`config.mk`:
```
export PLATFORM = sky130hd
export DESIGN_NAME = rocketcpu_wb_rr_arbiter
export DESIGN_NICKNAME = d
export VERILOG_FILES = /design/src/rtl/rocketcpu_wb_rr_arbiter.sv
export SDC_FILE = /design/constraint.sdc
export NUM_CORES = 1
export LEC_CHECK = 0
export CELL_PAD_IN_SITES_DETAIL_PLACEMENT = 0
export CELL_PAD_IN_SITES_GLOBAL_PLACEMENT = 1
export CORE_MARGIN = 2
export CORE_UTILIZATION = 17
export CTS_BUF_LIST = sky130_fd_sc_hd__clkbuf_4 sky130_fd_sc_hd__clkbuf_8
export DETAILED_ROUTE_END_ITERATION = 10
export PLACE_DENSITY_LB_ADDON = 0.1
export SLEW_MARGIN = 20
export SYNTH_ARGS = -nofsm -noshare
export SYNTH_HDL_FRONTEND = slang
export SYNTH_SLANG_ARGS = --single-unit
```
`constraint.sdc`:
```
create_clock -name i_wb_clk -period 2.5 [get_ports i_wb_clk]
set_clock_uncertainty 0.15 [all_clocks]
set_input_delay 0.375 -clock i_wb_clk [delete_from_list [all_inputs] [get_ports i_wb_clk]]
set_output_delay 0.375 -clock i_wb_clk [all_outputs]
set_load 0.02 [all_outputs]
```
`src/rtl/rocketcpu_wb_rr_arbiter.sv`:
```
// Round-robin Wishbone arbiter: three masters share one slave bus.
// One arbitration cycle in IDLE, then the granted master owns the bus
// until the slave acks, the master aborts, or the wait counter expires.
module rocketcpu_wb_rr_arbiter #(
    parameter int          TIMEOUT      = 255,
    parameter logic [31:0] TIMEOUT_DATA = 32'hDEAD_BEEF
) (
    input  logic        i_wb_clk,
    input  logic        reset,
    input  logic [95:0] i_m_adr,
    input  logic [95:0] i_m_dat,
    input  logic [11:0] i_m_sel,
    input  logic [2:0]  i_m_we,
    input  logic [2:0]  i_m_cyc,
    output logic [31:0] o_m_rdt,
    output logic [2:0]  o_m_ack,
    output logic [31:0] o_s_adr,
    output logic [31:0] o_s_dat,
    output logic [3:0]  o_s_sel,
    output logic        o_s_we,
    output logic        o_s_cyc,
    input  logic [31:0] i_s_rdt,
    input  logic        i_s_ack,
    output logic [2:0]  o_grant,
    output logic        o_timeout,
    output logic [7:0]  o_timeout_cnt
);

    localparam logic [0:0]  IDLE     = 1'b0;
    localparam logic [0:0]  BUSY     = 1'b1;
    localparam logic [15:0] TMO_LAST = 16'(TIMEOUT - 1);

    logic [0:0]  state;
    logic [2:0]  grant;
    logic [1:0]  last;
    logic [1:0]  gidx;
    logic [15:0] wait_cnt;
    logic [7:0]  tmo_cnt;
    logic [2:0]  winner;
    logic        gcyc;
    logic        tmo;

    // Round-robin pick: scan from the master after the last owner; lowest offset wins.
    always_comb begin
        winner = '0;
        for (int i = 2; i >= 0; i--) begin
            int c;
            c = (int'(last) + 1 + i) % 3;
            if (i_m_cyc[c]) begin
                winner    = '0;
                winner[c] = 1'b1;
            end
        end
    end

    // Encode the one-hot grant and mux the granted master onto the slave bus.
    always_comb begin
        gidx    = 2'd0;
        o_s_adr = '0;
        o_s_dat = '0;
        o_s_sel = '0;
        o_s_we  = 1'b0;
        gcyc    = 1'b0;
        if (state == BUSY) begin
            case (grant)
                3'b001: begin
                    gidx = 2'd0; o_s_adr = i_m_adr[31:0]; o_s_dat = i_m_dat[31:0];
                    o_s_sel = i_m_sel[3:0]; o_s_we = i_m_we[0]; gcyc = i_m_cyc[0];
                end
                3'b010: begin
                    gidx = 2'd1; o_s_adr = i_m_adr[63:32]; o_s_dat = i_m_dat[63:32];
                    o_s_sel = i_m_sel[7:4]; o_s_we = i_m_we[1]; gcyc = i_m_cyc[1];
                end
                3'b100: begin
                    gidx = 2'd2; o_s_adr = i_m_adr[95:64]; o_s_dat = i_m_dat[95:64];
                    o_s_sel = i_m_sel[11:8]; o_s_we = i_m_we[2]; gcyc = i_m_cyc[2];
                end
                default: begin
                    gidx = 2'd0;
                end
            endcase
        end
    end

    // Timeout fires only when no real ack arrives, so a late ack always wins the race.
    // Acks and the timeout pulse are masked while reset is asserted.
    always_comb begin
        tmo       = gcyc && !i_s_ack && (wait_cnt == TMO_LAST);
        o_s_cyc   = gcyc;
        o_m_ack   = (gcyc && (i_s_ack || tmo) && !reset) ? grant : 3'b000;
        o_m_rdt   = tmo ? TIMEOUT_DATA : i_s_rdt;
        o_timeout = tmo && !reset;
    end

    // Arbitration/transfer state machine with wait and timeout counters.
    always_ff @(posedge i_wb_clk) begin
        if (reset) begin
            state    <= IDLE;
            grant    <= '0;
            last     <= 2'd2;
            wait_cnt <= '0;
            tmo_cnt  <= '0;
        end else begin
            case (state)
                IDLE: begin
                    if (|i_m_cyc) begin
                        grant    <= winner;
                        state    <= BUSY;
                        wait_cnt <= '0;
                    end
                end
                default: begin
                    if (!gcyc || i_s_ack || tmo) begin
                        state <= IDLE;
                        grant <= '0;
                        last  <= gidx;
                        if (tmo && (tmo_cnt != 8'hFF))
                            tmo_cnt <= tmo_cnt + 8'd1;
                    end else begin
                        wait_cnt <= wait_cnt + 16'd1;
                    end
                end
            endcase
        end
    end

    assign o_grant       = grant;
    assign o_timeout_cnt = tmo_cnt;

endmodule

```
Word-level counts from Yosys, hierarchy flattened
Index checks and enable logic that the tools add are counted.
{"block": "classes", "addsub": 5, "mul": 0, "n_div": 3, "n_lt_le_gt_ge": 6, "n_eq_ne": 7, "shift": 0, "muxes": 40, "bitwise": 0, "reduce_logical": 21}
{"cell": "case mux 32 bit (3 select lines)", "count": 2}
{"cell": ">= comparator 32 x 1 -> 1 bit, second input constant", "count": 3}
{"cell": "less-than comparator 32 x 4 -> 1 bit, second input constant", "count": 3}
{"cell": "remainder unit 32 x 3 -> 32 bit, second input constant", "count": 3}
{"cell": "2-to-1 mux 32 bit", "count": 3}
{"cell": "2-to-1 mux 16 bit", "count": 3}
{"cell": "adder 32 x 2 -> 32 bit, second input constant", "count": 1}
{"cell": "adder 32 x 3 -> 32 bit, second input constant", "count": 1}
{"cell": "2-to-1 mux 3 bit", "count": 7}
{"cell": "adder 16 x 1 -> 16 bit, second input constant", "count": 1}
{"cell": "equality test 16 x 8 -> 1 bit, second input constant", "count": 1}
{"cell": "2-to-1 mux 1 bit", "count": 14}
{"cell": "case mux 4 bit (3 select lines)", "count": 1}
{"cell": "logical AND 1 bit", "count": 9}
{"cell": "adder 8 x 1 -> 8 bit, second input constant", "count": 1}
{"cell": "!= test 8 bit, second input constant", "count": 1}
{"cell": "binary-select mux 1 bit (select 2 bit)", "count": 3}
{"cell": "demux 1 bit (select 2 bit)", "count": 3}
{"cell": "case mux 1 bit (3 select lines)", "count": 2}
{"cell": "AND reduction 2 bit", "count": 3}
{"cell": "2-to-1 mux 4 bit", "count": 1}
{"cell": "case mux 2 bit (2 select lines)", "count": 1}
{"cell": "adder 2 x 1 -> 3 bit, second input constant", "count": 1}
{"cell": "equality test 3 x 1 -> 1 bit, second input constant", "count": 1}
{"cell": "other kinds (9)", "count": 13}
{"block": "word_totals", "reg_bits": 30, "latch_bits": 0, "ramBits": 0, "mem_bits_ro": 0, "in_bits": 245, "output_inout_bits": 117, "elab_cells": 87, "memories": 0}

Longest topological paths before layout
Gate-level depths: netlist (run 1).
{"block": "depth", "ltp_word": 12, "ltp_mapped": 8, "ltp_nobuf": 7}

Least setup slack after synthesis (run 1)
No wires, ideal clock.
{"block": "synth_path", "path_type": "flip-flop to output port", "startpoint": "register grant[2] (netlist: o_grant[2])", "endpoint": "output port o_timeout", "arrival_ps": 2147, "required_ps": 1975, "slack_ps": -172, "path_stages_with_launch": 8, "n_path_buf": 3, "path_cell_list": "dfxtp_1 > nor3b_1 > buf_2 > a211oi_1 > clkbuf_1 > nor4_4 > clkbuf_1 > and2_1"}
{"block": "synth_via", "elab_chain_len": 6, "elab_cells_between_ends": 8, "cone_classes": "eq/ne (3); mux (2); reduce/logical (3)"}
{"item": "start: declaration", "line": "34", "text": "logic [2:0] grant;"}
{"item": "start signal: assignment", "line": "107", "text": "grant <= winner;"}
{"item": "equality test 3 bit, or another cell as far along", "line": "65", "text": "case (grant)"}
{"item": "case mux 1 bit (3 select lines) (*)", "line": "65"}
{"item": "2-to-1 mux 1 bit (*)", "line": "64", "text": "if (state == BUSY) begin"}
{"item": "logical AND 1 bit (*) (2 in series)", "line": "88", "text": "tmo = gcyc && !i_s_ack && (wait_cnt == TMO_LAST);"}
{"item": "logical AND 1 bit (*)", "line": "92", "text": "o_timeout = tmo && !reset;"}
{"item": "end: declaration", "line": "25", "text": "output logic o_timeout,"}
Every way passes the cells marked *; elsewhere a longest branch is shown, timed or not.

Final worst setup path (run 1)
{"block": "layout_path", "startpoint": "register grant[1] (netlist: o_grant[1])", "endpoint": "output port o_m_rdt[3]"}
{"block": "layout_via", "elab_chain_len": 6, "elab_cells_between_ends": 8, "cone_classes": "eq/ne (3); mux (3); reduce/logical (2)"}
{"item": "equality test 3 bit, or another cell as far along", "line": "65"}
{"item": "case mux 1 bit (3 select lines) (*)", "line": "65"}
{"item": "2-to-1 mux 1 bit (*)", "line": "64"}
{"item": "logical AND 1 bit (*) (2 in series)", "line": "88"}
{"item": "2-to-1 mux 32 bit (*)", "line": "91", "text": "o_m_rdt = tmo ? TIMEOUT_DATA : i_s_rdt;"}
{"item": "end: declaration", "line": "15", "text": "output logic [31:0] o_m_rdt,"}
Marks and branches as above.

==> results of run 1 <==
-- synth_stat cells, types with 2 or more instances --
library cell	n
clkbuf_1	36
nor3b_1	2
nand2_1	13
inv_1	8
a41o_1	2
or4_1	3
dfxtp_1	30
a22oi_1	69
ha_1	7
buf_2	5
and4bb_2	3
nor4_1	6
mux2_2	5
a21o_1	3
xor2_1	3
buf_1	10
o22ai_1	2
nor2b_1	13
o31ai_1	2
mux2i_1	6
nand4_1	8
or3_1	5
a31oi_1	7
xnor2_1	5
or2_2	25
o21ai_0	13
and4_1	6
nor2_1	163
nor3_1	9
a21oi_1	77
and2_1	2
nand3_1	8
-- metrics by stage --
step / hold WS (ns) / power (uW)
CTS: 0.364 / 2740
finish: 0.364 / 3170
global route: 0.383 / 3330
detailed placement: 0.370 / 1830
floorplan: 0.315 / 1090
global placement: 0.358 / 1820
-- per-layer routing --
metal	track usage [%]	up-vias	wire length, um
met5	0	-	0
met4	5.57	0	738
met3	3.70	39	2120
met2	39.2	300	14800
met1	26.4	3082	11000
li1	-	3061	-
-- logic make-up after synthesis --
group | Yosys count | share of synthesized area [%]
multiplexers | 11 | 3.19
AO/OA/AOI/OAI | 188 | 33.2
XOR/XNOR | 8 | 1.92
AND/OR/NAND/NOR | 275 | 36.6
buffers and inverters | 59 | 6.24
flip-flops | 30 | 16.5
adder cells (fa/ha/maj) | 7 | 2.40
-- state kept, by name (all words and copies together), names as in the netlist --
register       cells
last               2
o_timeout_cnt      8
wait_cnt          16
o_grant            3
state              1
-- power by group through the flow --
stage / Combinational [uW] / Clock, uW / Sequential (uW)
2_1_floorplan: 572 / 0 / 515
6_report: 2240 / 428 / 503
5_1_grt: 2360 / 463 / 505
3_3_place_gp: 1310 / 0 / 510
3_5_place_dp: 1320 / 0 / 511
4_1_cts: 1800 / 437 / 502
-- critical path: stages (launching register included) --
cell       delay, ns
dfxtp_4         0.40
and4bb_2        0.28
a211oi_4        0.23
buf_4           0.16
buf_4           0.12
nor4_4          0.04
buf_6           0.14
clkbuf_16       0.15
or2_2           0.28
buf_6           0.14
-- path summary, 6_finish.rpt --
path | depth (start not counted) | to | from | slack (ns)
worst max-delay path | 9 | o_m_rdt[3] | o_grant[1]$_SDFFE_PP0P_ | -0.29
worst min-delay path | 2 | o_timeout_cnt[4]$_SDFFE_PP0P_ | o_timeout_cnt[4]$_SDFFE_PP0P_ | 0.36
worst max register to register | 11 | o_timeout_cnt[3]$_SDFFE_PP0P_ | o_grant[0]$_SDFFE_PP0P_ | -0.12
worst min register to register | 2 | o_timeout_cnt[4]$_SDFFE_PP0P_ | o_timeout_cnt[4]$_SDFFE_PP0P_ | 0.36
-- placed cells by master (no fill, tap or decap), types with 9 or more instances in the layout --
master and n:
a21oi_1 30, a21oi_2 47, a22oi_1 20, a22oi_2 49, buf_12 26, buf_16 13
buf_4 84, buf_6 123, clkbuf_16 12, clkdlybuf4s50_1 253, dfxtp_1 25, nand2_1 13
nor2_1 96, nor2_2 22, nor2_4 45, o21ai_0 11, or2_2 9, or2_4 16
-- repair_timing --
item / in CTS / in global routing
endpoints found under the setup margin: 121 / 127
gates resized for setup: 603 / 330
setup buffers: 57 / 22
pin swaps: 20 / 94
gates cloned: 16 / 14
-- final cells by class --
cell class                      instances  area share, %
Multi-Input combinational cell        490           35.7
Antenna cell                            1         0.0231
Tap cell                              275           3.18
Sequential cell                        30           5.65
Clock buffer                            6          0.763
Inverter                                8          0.277
Clock inverter                          2          0.116
Timing Repair Buffer                  523           54.3
==> impl_metrics.csv, run 1 <==
group,metric,value,unit
run_status,outcome,"finished, violations left",
run_status,violations,"negative setup slack",
routing,drt_iter0_drc,191,
synthesis,synthDistinctLibCells,54,
routing,num_vias,6482,
cells_and_area,utilization,51.5,%
clock_tree,cts_hold_buf,0,
timing,final_max_slew_viol_count,0,
place,pre_cts_slack,-1.23,ns
cells_and_area,final_area,10800,um^2
synthesis,yosysSeqAreaShare,16.5,%
clock_tree,htree_levels,2,
timing,rsz0062_at_grt,"yes",
cells_and_area,multi_input_area,3870,um^2
synthesis,ys.flop_type,"dfxtp_1",
synthesis,synth_edf_count,0,
global_route,antenna_found_initial,0,
clock_tree,cts_tree,"yes",
floorplanning,dieHeight,150,um
routing,avgRoutedWirePerCell,21.5,um
worst_hold_path,hold_class,"flip-flop to flip-flop",
floorplanning,core,21000,um^2
cells_and_area,n_fill_cell,1956,
pwr,worst_ir_drop_vdd,0.204,mV
routing,route.detailed.drc,0,
synthesis,async_reset_ff_share,0,%
place,dpl-instance-area,7960,um^2
setup_path,critPathMaxFanout,8,
timing,layout_setup_ws,-0.285,ns
cells_and_area,final_nets,1310,
global_route,grt.overflow.total,0,
synthesis,postSynthAreaPerCell,6.31,um^2
global_route,grt_pass1_wl,37300,um
place,place_congestion,0.889,
place,dp_hpwl,18000,um
timing,post-route-period-util,111,%
setup_path,endpoint_kind,"primary output",
pwr,power.leakage,0.00413,uW
setup_path,cp.arrival,2.26,ns
routing,wl,28700,um
clock_tree,worstSkewPairLatency,0.30,ns
synthesis,synth_top_area_cell,"nor2_1",
global_route,grt_pass1_vias,6415,
cells_and_area,drive_above_1_share,47.8,%
floorplanning,ios,362,
timing,layout_min_cycle_time,2.79,ns
place,io_buffers,361,
pwr,switching_share,38.2,%
floorplanning,fp-row-count,53,
cells_and_area,area_growth,197,%
synthesis,synth.net_count,830,
synthesis,synth_area,3650,um^2
timing,hold_viol_final,0,
synthesis,post_synth_inst_count,578,
pwr,seqPwrFrac,15.9,%
setup_path,required,1.98,ns
timing,tightestPinTransition,0.669,ns
clock_tree,cts-root-buf,"clkbuf_8",
timing,final.setup.tns,-15.61,ns
setup_path,critPathLaunchType,"flip-flop",
place,dp.cells,1228,
cells_and_area,seq_area,612,um^2
clock_tree,cts_sinks,30,
clock_tree,cts_buffers,5,
routing,first_pass_iters,4,
global_route,grt_use_total,21.7,%
clock_tree,worst_setup_hold_path_clk_slew,0.08,ns
synthesis,yosysTopAreaCellShare,16.8,%
synthesis,yosysWarnings,0,
synthesis,synth_seq_cells,30,
timing,slew_headroom,55.4,%
job,maxCapViolCount,0,
pwr,p_clk_share,13.5,%
pwr,pwr_density_cell,293,nW/um^2
timing,fmax,359,MHz
global_route,grt_max_degree,72,
synthesis,ys_top_cells_by_area,"nor2_1 17%, dfxtp_1 16%, a22oi_1 14%",
floorplanning,die_x,150,um
setup_path,criticalPathCategory,"flip-flop to primary output",
pwr,p_sw,1210,uW
floorplanning,initial_core_util,17.4,%
pwr,pwr-share-comb,70.7,%
clock_tree,clockBufferDepth,2,
routing,viasPerCell,4.86,
floorplanning,fp.dieArea,22600,um^2
cells_and_area,instances_no_fill,1335,
routing,ant_nets,0,
timing,setup_viol,110,
pwr,internal_power,1960,uW
Power figures use the tool's default switching activity.
==> inputs of run 2 (changes only) <==
--- a/config.mk
+++ b/config.mk
@@ -5,6 +5,7 @@
 export SDC_FILE = /design/constraint.sdc
 export NUM_CORES = 1
 export LEC_CHECK = 0
+export CAP_MARGIN = 40
 export CELL_PAD_IN_SITES_DETAIL_PLACEMENT = 0
 export CELL_PAD_IN_SITES_GLOBAL_PLACEMENT = 1
 export CORE_MARGIN = 2
@@ -16,3 +17,4 @@
 export SYNTH_ARGS = -nofsm -noshare
 export SYNTH_HDL_FRONTEND = slang
 export SYNTH_SLANG_ARGS = --single-unit
+export TNS_END_PERCENT = 100
==> run 2 against run 1 <==
Net effect:
- the flow still finishes with violations (negative setup slack)
- sequential share of layout area increased by 0.21 points
- combinational power fell by 2%
- critical path depth unchanged
- cell count down 1.8%
- routed wire length is 0.45% higher
- global-route usage decreased by 0.69 points
- clock power increased by 48%
- register-to-register slack worse by 0.03 ns
- clock-buffer cell count is the same
- via count shrank 1.1%
- fmax rose by 2.1%
- critical endpoint is now o_m_rdt[10]
- highest routed layer unchanged
==> impl_metrics.csv, run 2 (same netlist as run 1, synthesis figures left out) <==
group,metric,value,unit
timing,final_max_slew_viol_count,0,
cells_and_area,area_growth,186,%
setup_path,r2r_end,"o_timeout_cnt[5]$_SDFFE_PP0P_",
cells_and_area,final_area,10400,um^2
setup_path,criticalPathCategory,"flip-flop to primary output",
pwr,worst_ir_drop_vdd,0.231,mV
floorplanning,fp.dieArea,22600,um^2
cells_and_area,final_nets,1287,
routing,num_vias,6413,
global_route,grt_pass1_wl,35900,um
pwr,p_clk_share,19.1,%
floorplanning,core,21000,um^2
routing,ant_nets,0,
setup_path,required,1.98,ns
place,dp_hpwl,17900,um
pwr,pwr-share-comb,65.8,%
worst_hold_path,hold_class,"flip-flop to flip-flop",
pwr,switching_share,35.9,%
timing,hold_viol_final,0,
setup_path,endpoint_kind,"primary output",
timing,tightestPinTransition,0.647,ns
place,pre_cts_slack,-0.826,ns
place,io_buffers,361,
timing,fmax,366,MHz
run_status,violations,"negative setup slack",
timing,layout_min_cycle_time,2.73,ns
routing,avgRoutedWirePerCell,22.0,um
routing,first_pass_iters,6,
timing,post-route-period-util,109,%
timing,hold_ws,0.381,ns
run_status,outcome,"finished, violations left",
floorplanning,ios,362,
clock_tree,cts-root-buf,"clkbuf_8",
floorplanning,fp-row-count,53,
global_route,antenna_found_initial,0,
worst_hold_path,min_to,"o_timeout_cnt[4]$_SDFFE_PP0P_",
clock_tree,cts_buffers,5,
clock_tree,htree_levels,2,
routing,wl,28800,um
cells_and_area,drive_above_1_share,45.6,%
pwr,internal_power,2130,uW
timing,layout_setup_ws,-0.229,ns
setup_path,critPathMaxFanout,6,
clock_tree,cts_hold_buf,0,
cells_and_area,final_cell_mix,"253 x clkdlybuf4s50_1, 112 x nor2_1, 93 x buf_6",
setup_path,cp.arrival,2.20,ns
clock_tree,cts_sinks,30,
setup_path,r2r_setup_slack,-0.15,ns
place,place_congestion,0.889,
cells_and_area,diodes,0,
cells_and_area,final_common_cell,"clkdlybuf4s50_1",
cells_and_area,n_fill_cell,1991,
cells_and_area,largest-register,"wait_cnt",
clock_tree,worst_setup_hold_path_clk_slew,0.08,ns
worst_hold_path,hp-start,"o_timeout_cnt[4]$_SDFFE_PP0P_",
clock_tree,clockBufferDepth,2,
timing,rsz0062_at_grt,"yes",
global_route,grt_pass1_vias,6033,
pwr,pwr_density_cell,318,nW/um^2
cells_and_area,largest_reg_flops,16,
timing,slew_headroom,56.9,%
global_route,grt_use_total,21.0,%
floorplanning,dieHeight,150,um
pwr,p_sw,1190,uW
global_route,grt_max_degree,72,
floorplanning,initial_core_util,17.4,%
routing,viasPerCell,4.89,
worst_hold_path,hold_depth,2,
pwr,power.leakage,0.00398,uW
job,maxCapViolCount,0,
clock_tree,worstSkewPairLatency,0.29,ns
clock_tree,cts_tree,"yes",
global_route,grt.overflow.total,0,
setup_path,reg2reg_from,"o_grant[1]$_SDFFE_PP0P_",
setup_path,critPathLaunchType,"flip-flop",
timing,setup_viol,98,
pwr,seqPwrFrac,15.1,%
routing,drt_iter0_drc,245,
setup_path,ff2ff_path_depth,8,
floorplanning,die_x,150,um
routing,route.detailed.drc,0,
place,dpl-instance-area,7970,um^2
## run 2: cell count changes in the layout (fill, tap and decap cells not counted), sizes merged
cell | previous run | this run
nor4 | 8 | 7
clkbuf | 20 | 28
diode | 1 | 0
bufinv | 0 | 2
buf | 254 | 222
clkinvlp | 1 | 0
clkdlybuf4s15 | 0 | 1
clkinv | 1 | 0
bufbuf | 0 | 1
## run 2: metrics by stage
stage / total power (uW) / TNS [ns] / utilization (%) / cells
detailed placement: 1830 / -55.02 / 37.9 / 1229
CTS: 2690 / -6.39 / 40.9 / 1263
global route: 3460 / -18.72 / 49.7 / 1311
global placement: 1820 / -61.53 / 37.8 / 1228
finish: 3320 / -8.31 / 49.7 / 1311
floorplan: 1090 / -0.120 / - / 578
## run 2: how the worst max path moves through the flow
stage / cells past startpoint / from / endpoint / slack, ns
3_3_place_gp: 6 / i_m_cyc[0] / o_timeout / -1.06
6_report: 9 / o_grant[1]$_SDFFE_PP0P_ / o_m_rdt[10] / -0.23
4_1_cts: 11 / wait_cnt[0]$_SDFFE_PP0P_ / o_m_rdt[11] / -0.23
3_5_place_dp: 7 / i_m_cyc[0] / o_timeout / -0.83
5_1_grt: 11 / wait_cnt[0]$_SDFFE_PP0P_ / o_m_rdt[11] / -0.31
2_1_floorplan: 8 / o_grant[0]$_SDFFE_PP0P_ / o_s_adr[26] / -0.02
## run 2: routing by layer
layer  vias up  share of wire (%)  GRT usage (%)
li1       3014                  -              -
met1      3051                 40           25.0
met2       317                 51           38.2
met3        31                7.0           4.12
met4         0                2.1           5.57
met5         -                  0              0
## run 2: final cells by class
type | instances | area [um^2] | share of cell area, %
Timing Repair Buffer | 501 | 5590 | 53.5
Clock inverter | 2 | 60.1 | 0.575
Tap cell | 275 | 344 | 3.29
Clock buffer | 6 | 82.6 | 0.791
Sequential cell | 30 | 612 | 5.86
Multi-Input combinational cell | 489 | 3720 | 35.7
Inverter | 8 | 30.0 | 0.288
## run 2: critical path: stages, from the launching register on
cell and delay, ns:
dfxtp_4 0.37, buf_6 0.13, and4bb_2 0.24, a211oi_4 0.27, nor4_4 0.08, buf_4 0.17
buf_6 0.12, buf_12 0.12, or2_2 0.28, buf_6 0.13
## run 2: repair_timing
item / in CTS / in global routing
buffers inserted: 15 / 29
pin swaps: 6 / 55
gates cloned: 11 / 25
endpoints found under the hold margin: 0 / 0
gates resized for setup: 489 / 337
setup endpoints to repair: 119 / 112
## run 2: power groups by stage
| stage | Clock (uW) | Sequential, uW | Combinational [uW] |
|---|---|---|---|
| 2_1_floorplan | 0 | 515 | 572 |
| 3_3_place_gp | 0 | 510 | 1310 |
| 3_5_place_dp | 0 | 512 | 1320 |
| 4_1_cts | 642 | 501 | 1550 |
| 5_1_grt | 664 | 504 | 2300 |
| 6_report | 633 | 502 | 2190 |
